==> config.mk <==
export PLATFORM = sky130hd
export DESIGN_NAME = eth_mac_pe_rx_frame_ctrl
export DESIGN_NICKNAME = d
export VERILOG_FILES = /design/src/rtl/eth_mac_pe_rx_frame_ctrl_pkg.sv /design/src/rtl/eth_mac_pe_rx_frame_ctrl_hdr_capture.sv /design/src/rtl/eth_mac_pe_rx_frame_ctrl.sv
export SDC_FILE = /design/constraint.sdc
export NUM_CORES = 1
export LEC_CHECK = 0
export ABC_AREA = 0
export CORE_MARGIN = 4
export CORE_UTILIZATION = 49
export CTS_CLUSTER_DIAMETER = 50
export DETAILED_ROUTE_END_ITERATION = 7
export PLACE_DENSITY_LB_ADDON = 0.25
export SKIP_CTS_REPAIR_TIMING = 1
export SLEW_MARGIN = 5
export SYNTH_ARGS = -nofsm -noshare
export SYNTH_HDL_FRONTEND = slang
export SYNTH_SLANG_ARGS = --single-unit
==> constraint.sdc <==
create_clock -name pe_rx_clk -period 8.9 [get_ports pe_rx_clk]
set_input_delay 0.89 -clock pe_rx_clk [delete_from_list [all_inputs] [get_ports pe_rx_clk]]
set_output_delay 0.89 -clock pe_rx_clk [all_outputs]
set_load 0.01 [all_outputs]
==> src/rtl/eth_mac_pe_rx_frame_ctrl_pkg.sv <==
// Shared definitions for the rx frame sequencer: state encoding and
// Ethernet header constants.
package eth_mac_pe_rx_frame_ctrl_pkg;

   typedef enum logic [2:0] {
      ST_IDLE    = 3'd0,
      ST_HDR     = 3'd1,
      ST_PAYLOAD = 3'd2,
      ST_DISCARD = 3'd3,
      ST_WAIT_DB = 3'd4,
      ST_DONE    = 3'd5
   } rx_state_e;

   localparam int          ETH_HDR_BYTES = 14;
   localparam logic [15:0] ETHTYPE_ARP   = 16'h0806;
   localparam logic [15:0] ETHTYPE_IP    = 16'h0800;
   localparam logic [47:0] BCAST_MAC     = 48'hffff_ffff_ffff;

endpackage

==> src/rtl/eth_mac_pe_rx_frame_ctrl_hdr_capture.sv <==
// Header capture: holds the destination MAC and ethertype high byte, plus the
// station MAC / filter enable sampled at frame start, and decodes the DA match.
module eth_mac_pe_rx_hdr_capture
   import eth_mac_pe_rx_frame_ctrl_pkg::*;
(
   input  logic        i_clk,
   input  logic        i_rst,
   input  logic        i_clr,
   input  logic        i_we,
   input  logic        i_start,
   input  logic [3:0]  i_idx,
   input  logic [7:0]  i_byte,
   input  logic [47:0] i_sa_macaddr,
   input  logic        i_filter_en,
   output logic        o_da_match,
   output logic [15:0] o_type
);

   logic [47:0] r_da;
   logic [47:0] r_sa;
   logic        r_filter_en;
   logic [7:0]  r_type_hi;

   always_ff @(posedge i_clk) begin
      if (i_rst || i_clr) begin
         r_da        <= '0;
         r_sa        <= '0;
         r_filter_en <= 1'b0;
         r_type_hi   <= '0;
      end else begin
         if (i_start) begin
            r_sa        <= i_sa_macaddr;
            r_filter_en <= i_filter_en;
         end
         if (i_we) begin
            case (i_idx)
               4'd0:    r_da[47:40] <= i_byte;
               4'd1:    r_da[39:32] <= i_byte;
               4'd2:    r_da[31:24] <= i_byte;
               4'd3:    r_da[23:16] <= i_byte;
               4'd4:    r_da[15:8]  <= i_byte;
               4'd5:    r_da[7:0]   <= i_byte;
               4'd12:   r_type_hi   <= i_byte;
               default: ;
            endcase
         end
      end
   end

   // Type low byte is the live byte 13, so the type is valid in the cycle it arrives.
   assign o_type     = {r_type_hi, i_byte};
   assign o_da_match = (r_da == r_sa) | (r_da == BCAST_MAC) | ~r_filter_en;

endmodule

==> src/rtl/eth_mac_pe_rx_frame_ctrl.sv <==
// Per-frame rx sequencer: header parse, DA filter, capped payload forwarding,
// rx data buffer wait with timeout, and one completion pulse per frame.
//
// state   | meaning
// IDLE    | waiting for the first byte of a frame
// HDR     | collecting header bytes 1..13
// PAYLOAD | forwarding payload bytes up to the length cap
// DISCARD | DA rejected, swallowing bytes until end of frame
// WAIT_DB | waiting for rxdb_fifo_done, bounded by a timeout
// DONE    | one-cycle rx_handle_done
module eth_mac_pe_rx_frame_ctrl
   import eth_mac_pe_rx_frame_ctrl_pkg::*;
#(
   parameter int LEN_W      = 12,
   parameter int TMO_CYCLES = 1024
)(
   input  logic             pe_rx_clk,
   input  logic             pe_rx_rst,
   input  logic [7:0]       rx_frame_byte_data,
   input  logic             rx_frame_byte_data_we,
   input  logic             rx_frame_byte_data_done,
   input  logic             pe_rx_logic_clr,
   input  logic [47:0]      r_sa_macaddr,
   input  logic             r_filter_en,
   input  logic [LEN_W-1:0] r_rx_payload_byte_length,
   input  logic             rxdb_fifo_done,
   output logic             pl_byte_we,
   output logic [7:0]       pl_byte_data,
   output logic [15:0]      rx_frame_type,
   output logic             rx_frame_arp_type,
   output logic             rx_frame_ip_type,
   output logic             rx_frame_drop,
   output logic             rx_frame_err,
   output logic [LEN_W-1:0] r_rx_payload_byte_real_length,
   output logic             rx_ctrl_busy,
   output logic             rx_handle_done
);

   localparam int               TMO_W    = $clog2(TMO_CYCLES);
   localparam logic [TMO_W-1:0] TMO_LOAD = TMO_W'(TMO_CYCLES - 1);
   localparam logic [3:0]       HDR_LAST = 4'(ETH_HDR_BYTES - 1);

   rx_state_e        r_state;
   logic [3:0]       r_hdr_cnt;
   logic [LEN_W-1:0] r_pl_cnt;
   logic [LEN_W-1:0] r_limit;
   logic [TMO_W-1:0] r_tmo;
   logic             r_drop;
   logic             r_err;
   logic [15:0]      r_type;
   logic             r_arp;
   logic             r_ip;
   logic [LEN_W-1:0] r_real_len;
   logic             r_handle_done;

   logic             w_start;
   logic             w_hdr_we;
   logic [3:0]       w_idx;
   logic             w_hdr_last;
   logic             w_da_match;
   logic [15:0]      w_type;
   logic             w_pl_room;
   logic             w_fwd;
   logic [LEN_W-1:0] w_pl_next;
   logic [LEN_W-1:0] w_fwd_cnt;

   assign w_start    = rx_frame_byte_data_we && (r_state == ST_IDLE);
   assign w_hdr_we   = rx_frame_byte_data_we && (r_state == ST_IDLE || r_state == ST_HDR);
   assign w_idx      = (r_state == ST_IDLE) ? 4'd0 : r_hdr_cnt;
   assign w_hdr_last = rx_frame_byte_data_we && (r_state == ST_HDR) && (r_hdr_cnt == HDR_LAST);

   assign w_pl_room  = r_pl_cnt < r_limit;
   assign w_fwd      = rx_frame_byte_data_we && (r_state == ST_PAYLOAD) && w_pl_room &&
                       !pe_rx_logic_clr && !pe_rx_rst;
   assign w_pl_next  = (rx_frame_byte_data_we && !(&r_pl_cnt)) ? r_pl_cnt + LEN_W'(1) : r_pl_cnt;
   // Everything counted up to the cap was forwarded, including this cycle's byte.
   assign w_fwd_cnt  = (w_pl_next < r_limit) ? w_pl_next : r_limit;

   eth_mac_pe_rx_hdr_capture u_hdr (
      .i_clk        (pe_rx_clk),
      .i_rst        (pe_rx_rst),
      .i_clr        (pe_rx_logic_clr),
      .i_we         (w_hdr_we),
      .i_start      (w_start),
      .i_idx        (w_idx),
      .i_byte       (rx_frame_byte_data),
      .i_sa_macaddr (r_sa_macaddr),
      .i_filter_en  (r_filter_en),
      .o_da_match   (w_da_match),
      .o_type       (w_type)
   );

   always_ff @(posedge pe_rx_clk) begin
      if (pe_rx_rst || pe_rx_logic_clr) begin
         r_state       <= ST_IDLE;
         r_hdr_cnt     <= '0;
         r_pl_cnt      <= '0;
         r_limit       <= '0;
         r_tmo         <= '0;
         r_drop        <= 1'b0;
         r_err         <= 1'b0;
         r_type        <= '0;
         r_arp         <= 1'b0;
         r_ip          <= 1'b0;
         r_real_len    <= '0;
         r_handle_done <= 1'b0;
      end else begin
         r_handle_done <= 1'b0;
         case (r_state)
            ST_IDLE: begin
               if (rx_frame_byte_data_we) begin
                  r_hdr_cnt  <= 4'd1;
                  r_pl_cnt   <= '0;
                  r_limit    <= r_rx_payload_byte_length;
                  r_drop     <= 1'b0;
                  r_type     <= '0;
                  r_arp      <= 1'b0;
                  r_ip       <= 1'b0;
                  r_real_len <= '0;
                  if (rx_frame_byte_data_done) begin
                     r_err         <= 1'b1;
                     r_handle_done <= 1'b1;
                     r_state       <= ST_DONE;
                  end else begin
                     r_err   <= 1'b0;
                     r_state <= ST_HDR;
                  end
               end
            end
            ST_HDR: begin
               if (rx_frame_byte_data_we)
                  r_hdr_cnt <= r_hdr_cnt + 4'd1;
               if (w_hdr_last) begin
                  r_type <= w_type;
                  r_arp  <= (w_type == ETHTYPE_ARP);
                  r_ip   <= (w_type == ETHTYPE_IP);
                  if (w_da_match) begin
                     if (rx_frame_byte_data_done) begin
                        r_tmo   <= TMO_LOAD;
                        r_state <= ST_WAIT_DB;
                     end else begin
                        r_state <= ST_PAYLOAD;
                     end
                  end else begin
                     r_drop <= 1'b1;
                     if (rx_frame_byte_data_done) begin
                        r_handle_done <= 1'b1;
                        r_state       <= ST_DONE;
                     end else begin
                        r_state <= ST_DISCARD;
                     end
                  end
               end else if (rx_frame_byte_data_done) begin
                  r_err         <= 1'b1;
                  r_handle_done <= 1'b1;
                  r_state       <= ST_DONE;
               end
            end
            ST_PAYLOAD: begin
               r_pl_cnt <= w_pl_next;
               if (rx_frame_byte_data_we && !w_pl_room)
                  r_err <= 1'b1;
               if (rx_frame_byte_data_done) begin
                  r_real_len <= w_fwd_cnt;
                  r_tmo      <= TMO_LOAD;
                  r_state    <= ST_WAIT_DB;
               end
            end
            ST_DISCARD: begin
               if (rx_frame_byte_data_done) begin
                  r_handle_done <= 1'b1;
                  r_state       <= ST_DONE;
               end
            end
            ST_WAIT_DB: begin
               // Timer runs down from TMO_CYCLES-1; reaching zero is the timeout.
               if (rxdb_fifo_done) begin
                  r_handle_done <= 1'b1;
                  r_state       <= ST_DONE;
               end else if (r_tmo == '0) begin
                  r_err         <= 1'b1;
                  r_handle_done <= 1'b1;
                  r_state       <= ST_DONE;
               end else begin
                  r_tmo <= r_tmo - TMO_W'(1);
               end
            end
            ST_DONE: r_state <= ST_IDLE;
            default: r_state <= ST_IDLE;
         endcase
      end
   end

   assign pl_byte_we                    = w_fwd;
   assign pl_byte_data                  = w_fwd ? rx_frame_byte_data : 8'h00;
   assign rx_frame_type                 = r_type;
   assign rx_frame_arp_type             = r_arp;
   assign rx_frame_ip_type              = r_ip;
   assign rx_frame_drop                 = r_drop;
   assign rx_frame_err                  = r_err;
   assign r_rx_payload_byte_real_length = r_real_len;
   assign rx_ctrl_busy                  = (r_state != ST_IDLE);
   assign rx_handle_done                = r_handle_done;

endmodule

# Word level (Yosys, flattened, before mapping)
# Index checks and enable logic that the tools add are counted.
# totals
register_bits,179
out_inout_bits,43
inputBits,75
wordCells,151
# op_classes
bitwise,3
eq_ne,28
n_lt_le_gt_ge,2
mux,53
add_sub_neg,3
n_reduce_logical,41
# ops
operator,count
$mux 10,5
$eq 48x48->1,1
$eq 48x48->1 const B,1
$mux 12,4
$pmux 12 s2,2
$eq 16x12->1 const B,2
$mux 16,2
$pmux 16 s2,1
$mux 3,10
$pmux 10 s3,1
$lt 12x12->1,2
$ne 2x2->1 const B,10
$reduce_and 2->1,9
$mux 1,17
$pmux 3 s5,1
$add 12x1->12 const B,1
$mux 4,3
$reduce_and 12->1,1
$reduce_and 3->1,4
$logic_and 1x1->1,10
$logic_not 10->1,1
$sub 10x1->10 const B,1
$eq 4x2->1 const B,2
$eq 4x3->1 const B,2
24 further kinds,37

# Logic depth before layout (Yosys ltp)
# Gate-level depths: netlist of run 1.
# logic_depth
ltp_word,8
depth_mapped,17
ltp_nobuf,14

# Modules after synthesis
# A second synthesis of run 1 with hierarchy kept.
# hier_totals
cells_unflattened,979
area_unflattened_um2,8574.5
# modules_own_cells
module,seq_area_each_um2,cells_per_inst,instances,area_each_um2
eth_mac_pe_rx_hdr_capture,2102.0,437,1,4429.2
eth_mac_pe_rx_frame_ctrl,1481.4,542,1,4145.2

# Least setup slack after synthesis of run 1
# OpenSTA, ideal clock, no wires.
# synth_timing
kind,input port to flip-flop
from,input rx_frame_byte_data_we
to,register r_real_len[7] (netlist: r_rx_payload_byte_real_length[7])
path_slack_ns,4.836
arrival_ns,3.946
cell_stages,16
setup_time_ns,0.117
required_ns,8.783
cell_sequence,clkbuf_1 o41a_1 buf_1 nand4_1 xor2_1 inv_1 ha_1 a211oi_1 o21bai_1 a211oi_1 o31a_1 o41a_1 clkbuf_1 buf_2 o21bai_1 a32o_1
# synth_between
elab_chain_len,6
elab_cells_between_ends,8
cone_classes,order compare (1); eq/ne (1); mux (4); reduce/logical (2)
# synth_lines
element,line_no,text
start: declaration,eth_mac_pe_rx_frame_ctrl.sv:20,"input logic rx_frame_byte_data_we,"
$logic_and 1x1->1,eth_mac_pe_rx_frame_ctrl.sv:75,assign w_pl_next = (rx_frame_byte_data_we && !(&r_pl_cnt)) ? r_pl_cnt + LEN_W'(1) : r_pl_cnt;
$mux 12,eth_mac_pe_rx_frame_ctrl.sv:75,
$lt 12x12->1,eth_mac_pe_rx_frame_ctrl.sv:77,assign w_fwd_cnt = (w_pl_next < r_limit) ? w_pl_next : r_limit;
$mux 12,eth_mac_pe_rx_frame_ctrl.sv:77,
$mux 12,eth_mac_pe_rx_frame_ctrl.sv:163,if (rx_frame_byte_data_done) begin
$pmux 12 s2,eth_mac_pe_rx_frame_ctrl.sv:109,case (r_state)
end signal: assignment,eth_mac_pe_rx_frame_ctrl.sv:164,r_real_len <= w_fwd_cnt;
end: declaration,eth_mac_pe_rx_frame_ctrl.sv:53,logic [LEN_W-1:0] r_real_len;
# Parallel ways exist; a longest one is shown, timed or not. The select of a mux whose other input is x is not followed.
# A chain may end at the register's enable or synchronous reset.

# Worst setup path in the final report of run 1
# layout_timing
from,input rx_frame_byte_data_we
to,register r_real_len[5] (netlist: r_rx_payload_byte_real_length[5])
# The elaborated chain is that of the path after synthesis.

==> out/results.tsv, run 1 <==
metric	value	unit
reg2reg path depth	14	
Hold Path Stages	2	
Pre-antenna DRT Iters	5	
initial cell density of the core	50.4	%
synthesized area	8450	um2
Placed Instances	1310	
sequential area share after synthesis	42.4	%
CTS H-tree lvls	4	
R2R Path End	r_rx_payload_byte_real_length[5]	
pin count of the biggest net entering global routing	84	
mean post-synth cell area	8.18	um2
reg2reg start	r_pl_cnt[0]	
global-route usage over all layers	22.7	%
CP startpoint	rx_frame_byte_data_we	
Clk Latency, worst-skew pair	0.43	ns
status	completed	
CP max FO	24	
IO Count	118	
vias per cell	5.53	
global-route wire length before repair	36.1	mm
max-cap violations	0	
syn nets	1134	
CP arrival	5.22	ns
worst slew pin tran	1.02	ns
Cell Count, Final, Fillers Out	1340	
PnR worst setup slack	4.00	ns
min-delay worst type	reg2reg	
CTS root buf	clkbuf_16	
antenna cells	0	
EDFF count, synth	0	
Post-route DRC	0	
Max transition margin	31.7	%
vias in the first global route	7027	
die height	139	um
beginning of the worst hold path	rx_frame_type[10]	
top cells by area, synth	dfxtp_1 (42%), nand2_1 (8.8%), a21oi_1 (6.9%)	
remaining antenna violation count	0	
Yosys warning count	0	
final wirelength	22.3	mm
initial antenna violation count	0	
detailed-route via count	7414	
post-DP HPWL	16.0	mm
final hold vios	0	
CP Capture Type	register	
maximum clock path buffer count	2	
IO Port Bufs	117	
CTS buffer count	17	
placed inst area	9700	um2
total grt overflow	0	
R2R Setup Slk	4.37	ns
Synth Flop Type	dfxtp_1	
row cnt	47	
CTS tree	done	
final instance area	10300	um2
Tcrit/Tclk final	55.1	%
die area	19400	um2
gpl congestion	0.909	
Final Net Count	1210	
area grow syn2layout	21.3	%
drt initial violations	535	
Distinct cells, synth	55	
Tmin final	4.90	ns
Final Max Tran Viols	0	
Synth Instances	1033	
asr flop ratio synth	0	%
Worst Hold End	rx_frame_type[10]	
die width	139	um
clock slew at reported path FFs	0.06	ns
pwr dens	166	nW/um2
cell leakage power	3.86	nW
clock sink total	179	
area share of the largest cell type after synthesis	42.4	%
VDD IR-drop max	0.160	mV
WHS	0.450	ns
f_max	0.204	GHz
Crit Path Class	in2reg	
CORE AREA	16800	um2
post-route setup TNS	0	ns
share of cells above drive strength 1	4.64	%
pre-CTS setup slack	3.71	ns
Worst Path Required	9.22	ns
Worst setup SP type	input pin	
final setup vio count	0	
routed len/inst	16.6	um
Worst Clk Skew	0.00852	ns
synthesized flop and latch total	179	
RSZ-0062 raised after global routing	no	
Synth area leader	dfxtp_1	
-- worst max-delay path by stage --
stage | endpoint | slack (ns)
3_5_place_dp | r_rx_payload_byte_real_length[5] | 3.71
2_1_floorplan | r_rx_payload_byte_real_length[7] | 4.84
3_3_place_gp | r_rx_payload_byte_real_length[5] | 3.82
6_report | r_rx_payload_byte_real_length[5] | 4.00
5_1_grt | r_rx_payload_byte_real_length[5] | 3.67
4_1_cts | r_rx_payload_byte_real_length[5] | 4.08
-- Yosys cell counts (2+ instances only) --
cell type / number
a32o_1: 6
xnor2_1: 54
or3_1: 11
nand3_1: 34
nand2_1: 198
nor4_1: 10
buf_6: 2
xor2_1: 5
nor2b_1: 2
inv_1: 23
clkbuf_1: 61
nor3_1: 17
a31oi_1: 4
o21ba_2: 6
or2_2: 3
and2_1: 13
a22oi_1: 2
and4_1: 2
ha_1: 26
dfxtp_1: 179
mux2i_1: 49
nor3b_1: 4
o41a_1: 3
o31a_1: 2
o311ai_0: 2
buf_2: 2
a211oi_1: 5
a311oi_1: 6
and3_1: 4
nand4_1: 34
o21ai_0: 13
nand2b_1: 7
a21oi_1: 116
a21o_1: 6
nand3b_1: 2
o21bai_1: 4
o21a_1: 2
o31ai_1: 6
nor2_1: 92
-- final cells by class --
type / count / area, um2
well taps: 220 / 275
fillers: 1527 / 6510
clock inverters: 10 / 101
inverters: 23 / 86.3
multi-input cells: 765 / 4530
flip-flops and latches: 179 / 3580
clock buffers: 20 / 457
repair buffers: 123 / 1220
-- cells in the final DEF, fill, tap and decap left out, drive strengths merged, types with 20 or more instances in the layout --
cell type and count:
dfxtp 179, clkbuf 20, nand3 34, nor2 92, nand4 35, ha 26
a21oi 117, inv 25, xnor2 54, nand2 198, clkdlybuf4s50 117, mux2i 49
-- critical path, cell delays in order --
cell and delay (ns):
clkdlybuf4s50_1 0.69, o41a_1 0.55, and2_0 0.37, nand2_1 0.11
xnor2_1 0.31, ha_1 0.31, o21ai_0 0.08, o21bai_1 0.08
a211oi_1 0.27, o31a_1 0.19, nor4b_4 0.84, o21ai_0 0.23
a32o_1 0.31
-- stage by stage --
step | util (%) | power [mW]
floorplan | - | 0.942
global placement | 57.8 | 1.01
detailed placement | 57.8 | 1.01
CTS | 61.2 | 1.72
global route | 61.2 | 1.77
finish | 61.2 | 1.71
-- registers in the layout, summed over array words and instances (netlist names) --
name,cells
rx_frame_drop,1
rx_frame_err,1
r_limit,12
r_rx_payload_byte_real_length,12
rx_handle_done,1
u_hdr.r_type_hi,8
rx_frame_ip_type,1
rx_frame_type,16
r_state,3
rx_frame_arp_type,1
r_hdr_cnt,4
r_pl_cnt,12
u_hdr.r_da,48
u_hdr.r_filter_en,1
u_hdr.r_sa,48
r_tmo,10
-- kinds of logic after synthesis --
kind of cell | count (synthesis) | synth area share (%)
adder cells (fa/ha/maj) | 26 | 3.85
buffers and inverters | 89 | 4.16
AND/OR/NAND/NOR | 439 | 23.7
flip-flops | 179 | 42.4
AO/OA/AOI/OAI | 191 | 13.9
XOR/XNOR | 59 | 6.11
multiplexers | 50 | 5.94
-- power breakdown --
part           switching (mW)  total (mW)  internal (mW)
registers              0.0117       0.824          0.813
logic                  0.0936       0.166         0.0722
clock network           0.316       0.716          0.400
-- routing by layer --
metal	GRT usage (%)	part of all wire, %
met1	29.7	45
met2	37.9	49
met4	6.49	1.6
met3	4.77	5.0
met5	0	0
(Power assumes the default switching activity.)
==> run 2: changes to the inputs <==
==> constraint.sdc (replaced) <==
create_clock -name pe_rx_clk -period 4.9 [get_ports pe_rx_clk]
set_input_delay 0.49 -clock pe_rx_clk [delete_from_list [all_inputs] [get_ports pe_rx_clk]]
set_output_delay 0.49 -clock pe_rx_clk [all_outputs]
set_load 0.01 [all_outputs]
==> run 2 against run 1 <==
Power is 85% higher. Final cell count is 0.30% higher. Critical path depth is 1 higher. First-iteration DRC count is 1.1% higher. Clock power is 90% higher. Global-route usage is 0.22 points lower. Critical path type unchanged. Sequential cell count stayed put. Via count is 0.12% higher. Hold slack hardly changed. Die area stayed put. Sequential power is 82% higher.
==> out/results.tsv, run 2 (synthesis gave the netlist of run 1 again) <==
metric	value	unit
detailed-route via count	7423	
maximum clock path buffer count	2	
RSZ-0062 raised after global routing	no	
final hold vios	0	
min-delay worst type	reg2reg	
die width	139	um
VDD IR-drop max	0.241	mV
post-route setup TNS	0	ns
share of cells above drive strength 1	5.07	%
R2R Path End	r_rx_payload_byte_real_length[6]	
R2R Setup Slk	1.01	ns
met2 routed WL	10.5	mm
Tmin final	3.94	ns
clock sink total	179	
cell mode on critical path	o21ai_0	
beginning of the worst hold path	rx_frame_type[7]	
global-route usage over all layers	22.4	%
most frequent cells in the layout	nand2_1 (197), dfxtp_1 (179), clkdlybuf4s50_1 (117), a21oi_1 (116), nor2_1 (91)	
final setup vio count	0	
Tcrit/Tclk final	80.5	%
Critical-path top delay cell	clkdlybuf4s50_1	
Final Net Count	1212	
CP Capture Type	register	
sequential cell area	3580	um2
WHS	0.450	ns
die area	19400	um2
CP top delay family	compound AO/OA/AOI/OAI gates	
stages on the worst setup path	14	
vias per cell	5.52	
met3 wire len	1.02	mm
Multi-input gate area	4540	um2
CTS buffer count	17	
Hold Path Stages	2	
IO Count	118	
CTS tree	done	
clock slew at reported path FFs	0.07	ns
Worst Path Required	5.22	ns
reg2reg start	r_pl_cnt[0]	
vias in the first global route	6940	
initial antenna violation count	0	
reg2reg path depth	15	
crit path cell chain	clkdlybuf4s50_1 > o41a_1 > and2_0 > nand2_1 > xnor2_1 > ha_1 > o21ai_0 > o21bai_1 > a211oi_1 > o31a_1 > nor4b_4 > buf_4 > o21ai_0 > a32o_1	
pwr dens	307	nW/um2
global-route wire length before repair	35.8	mm
Final Power	3.16	mW
Post-route DRC	0	
CP arrival	4.26	ns
drt initial violations	541	
area grow syn2layout	21.9	%
WL met1	10.1	mm
cell leakage power	3.88	nW
post-DP HPWL	15.8	mm
status	completed	
row cnt	47	
Worst Hold End	rx_frame_type[7]	
Max transition margin	25.1	%
max-cap violations	0	
f_max	0.254	GHz
routed len/inst	16.5	um
CORE AREA	16800	um2
Final Max Tran Viols	0	
Crit Path Class	in2reg	
antenna cells	0	
number of fill cells	1518	
final wirelength	22.1	mm
remaining antenna violation count	0	
Clk Latency, worst-skew pair	0.43	ns
Pre-antenna DRT Iters	5	
uppermost layer routed	met4	
die height	139	um
Worst Clk Skew	0.00804	ns
CTS root buf	clkbuf_16	
initial cell density of the core	50.4	%
CTS H-tree lvls	4	
crit path buf inv count	2	
CP max FO	24	
pin count of the biggest net entering global routing	90	
most common cell after layout, fill and taps aside	nand2_1	
Worst setup SP type	input pin	
IO Port Bufs	117	
total grt overflow	0	
worst slew pin tran	1.12	ns
Max stage delay on crit path	0.69	ns
gpl congestion	0.895	
==> run 2: cell types whose count changed in the layout (fill, tap and decap cells not counted) <==
cell	previous run	this run
buf_4	6	8
clkinvlp_4	0	2
clkinv_4	5	1
inv_8	0	3
a211oi_2	0	1
a211oi_1	5	4
inv_6	2	5
clkinv_2	2	0
==> run 2: per-stage QoR <==
step,area (um2),setup slack [ns],std cells,util (%)
2_1_floorplan,8450,1.18,1033,-
3_3_place_gp,9720,0.672,1312,58.0
3_5_place_dp,9720,0.568,1312,58.0
4_1_cts,10300,1.02,1344,61.5
5_1_grt,10300,0.629,1344,61.5
6_report,10300,0.956,1344,61.5
==> run 2: power by group <==
| group | internal, mW | switching (mW) |
|---|---|---|
| sequential | 1.48 | 0.0209 |
| combinational | 0.133 | 0.173 |
| clock | 0.747 | 0.613 |
==> run 2: layer usage <==
metal	vias to the layer above	GRT usage (%)
met5	-	0
met4	0	7.62
met3	39	3.67
met2	208	36.6
met1	3448	30.3
li1	3728	-
==> run 2: worst reg2reg max path: cells and delay by family, from the launching register on <==
kind                     cells  cell delay [ns]
buffers and inverters        2             0.35
XOR/XNOR                     1             0.24
AND/OR/NAND/NOR              3             0.50
AO/OA/AOI/OAI                7             1.68
adder cells (fa/ha/maj)      2             0.57
flip-flops                   1             0.45
==> run 2: worst max path at each step <==
stage	slack, ns	end	start
final	0.96	r_rx_payload_byte_real_length[6]	rx_frame_byte_data_we
after global routing	0.63	r_rx_payload_byte_real_length[6]	r_pl_cnt[0]
after CTS	1.02	r_rx_payload_byte_real_length[6]	r_pl_cnt[0]
after detailed placement	0.57	r_rx_payload_byte_real_length[6]	rx_frame_byte_data_we
after global placement	0.67	r_rx_payload_byte_real_length[6]	rx_frame_byte_data_we
after floorplan	1.18	r_rx_payload_byte_real_length[7]	r_pl_cnt[0]
==> run 2: cell type report <==
type	instances	share of cell area, %
Multi-Input combinational cell	765	44.1
Sequential cell	179	34.8
Timing Repair Buffer	125	11.9
Clock buffer	20	4.43
Tap cell	220	2.67
Clock inverter	12	1.28
Inverter	23	0.838
==> run 3: changes to the inputs <==
==> constraint.sdc (replaced) <==
create_clock -name pe_rx_clk -period 3.8 [get_ports pe_rx_clk]
set_input_delay 0.38 -clock pe_rx_clk [delete_from_list [all_inputs] [get_ports pe_rx_clk]]
set_output_delay 0.38 -clock pe_rx_clk [all_outputs]
set_load 0.01 [all_outputs]
==> run 3 against run 2 <==
Clock-buffer cell count unchanged. Clock power grew 43%. Final area up 2.6%. Sequential share of layout area fell by 0.86 points. Clock skew up 0.0022 ns. Final cell count rose by 1.6%. Global-route usage up 0.81 points. Sequential cell count stayed put. Sequential power grew 29%. Register-to-register slack got worse by 0.80 ns. Highest routed layer unchanged.
==> out/results.tsv, run 3 (synthesis gave the netlist of run 1 again) <==
metric	value	unit
IO Count	118	
final wirelength	23.1	mm
CP startpoint	r_pl_cnt[0]	
VDD IR-drop max	0.364	mV
worst slew pin tran	0.663	ns
reg2reg path depth	15	
pwr dens	406	nW/um2
Worst Hold End	rx_frame_type[7]	
Final Max Tran Viols	0	
CTS buffer count	17	
row cnt	47	
Worst setup SP type	register	
CTS tree	done	
final setup vio count	0	
min-delay worst type	reg2reg	
Crit Path Class	reg2reg	
reg2reg start	r_pl_cnt[0]	
R2R Path End	r_rx_payload_byte_real_length[10]	
R2R Setup Slk	0.21	ns
drt initial violations	733	
initial cell density of the core	50.4	%
maximum clock path buffer count	2	
Tcrit/Tclk final	94.5	%
remaining antenna violation count	0	
global-route wire length before repair	37.0	mm
Placed Instances	1331	
post-DP HPWL	16.5	mm
WHS	0.447	ns
routed len/inst	16.9	um
Final Net Count	1234	
status	completed	
die height	139	um
post-route setup TNS	0	ns
global-route usage over all layers	23.3	%
CTS H-tree lvls	4	
Post-route DRC	0	
Pre-antenna DRT Iters	5	
initial antenna violation count	0	
area grow syn2layout	25.0	%
most frequent cells in the layout	nand2_1 (197), dfxtp_1 (178), clkdlybuf4s50_1 (117), a21oi_1 (116), nor2_1 (91)	
final hold vios	0	
max-cap violations	0	
clock sink total	179	
cell leakage power	4.04	nW
detailed-route via count	7639	
vias per cell	5.59	
f_max	0.278	GHz
CP arrival	3.96	ns
vias in the first global route	7182	
total grt overflow	0	
gpl congestion	0.931	
Worst Path Required	4.17	ns
Clk Latency, worst-skew pair	0.43	ns
Tmin final	3.59	ns
CTS root buf	clkbuf_16	
RSZ-0062 raised after global routing	no	
Cell Count, Final, Fillers Out	1366	
PnR worst setup slack	0.207	ns
clock slew at reported path FFs	0.07	ns
Hold Path Stages	2	
pin count of the biggest net entering global routing	79	
IO Port Bufs	117	
antenna cells	0	
number of fill cells	1522	
pre-CTS setup slack	-0.00665	ns
Max transition margin	55.7	%
beginning of the worst hold path	rx_frame_type[7]	
share of cells above drive strength 1	7.16	%
CP Capture Type	register	
die area	19400	um2
die width	139	um
Worst Clk Skew	0.0103	ns
CP max FO	12	
CORE AREA	16800	um2
Final Power	4.29	mW
most common cell after layout, fill and taps aside	nand2_1	
==> run 3: cell types whose count changed in the layout (fill, tap and decap cells not counted), moves of 2 or more <==
cell / change
buf_4: +19
bufinv_16: +3
clkinvlp_4: -2
inv_8: -2
==> run 3: power breakdown <==
group | internal [mW] | total [mW] | switching (mW)
Sequential | 1.90 | 1.93 | 0.0275
Combinational | 0.181 | 0.411 | 0.230
Clock | 1.17 | 1.95 | 0.779
==> run 3: area by class of cell <==
type | count | area [um2] | share of cell area (%)
inverters | 23 | 86.3 | 0.817
repair buffers | 147 | 1410 | 13.3
clock inverters | 12 | 189 | 1.79
clock buffers | 20 | 467 | 4.42
multi-input cells | 765 | 4560 | 43.1
flip-flops and latches | 179 | 3580 | 33.9
well taps | 220 | 275 | 2.60
==> run 3: layer usage <==
layer	share of wire, %	track usage (%)	vias to the layer above
met5	0	0	-
met4	2.5	8.70	0
met3	5.5	4.05	45
met2	48	38.5	223
met1	44	30.5	3600
li1	-	-	3771
==> run 3: worst max-delay path: stages (launching register included) <==
cell	delay (ns)
dfxtp_1	0.37
ha_4	0.17
nand4_1	0.09
o41a_1	0.47
nand4_1	0.15
xor2_1	0.21
inv_1	0.08
ha_1	0.29
a211oi_1	0.27
o21bai_1	0.11
a211oi_1	0.25
o31a_1	0.20
nor4b_4	0.25
buf_2	0.29
or3_1	0.16
a32o_1	0.17
==> run 3: how the worst max path moves through the flow <==
stage                     slack (ns)                                 to  cells past startpoint
after floorplan                 0.08   r_rx_payload_byte_real_length[8]                     17
after global placement          0.13   r_rx_payload_byte_real_length[3]                     14
after detailed placement      -0.007   r_rx_payload_byte_real_length[2]                     15
after CTS                      -0.05   r_rx_payload_byte_real_length[1]                     15
after global routing            0.04   r_rx_payload_byte_real_length[6]                     15
final                           0.21  r_rx_payload_byte_real_length[10]                     15
==> run 3: stage by stage <==
stage               cell area [um2]  utilization (%)
global placement               9870             58.9
global route                  10600             63.1
CTS                           10500             62.8
detailed placement             9870             58.9
floorplan                      8450                -
finish                        10600             63.1
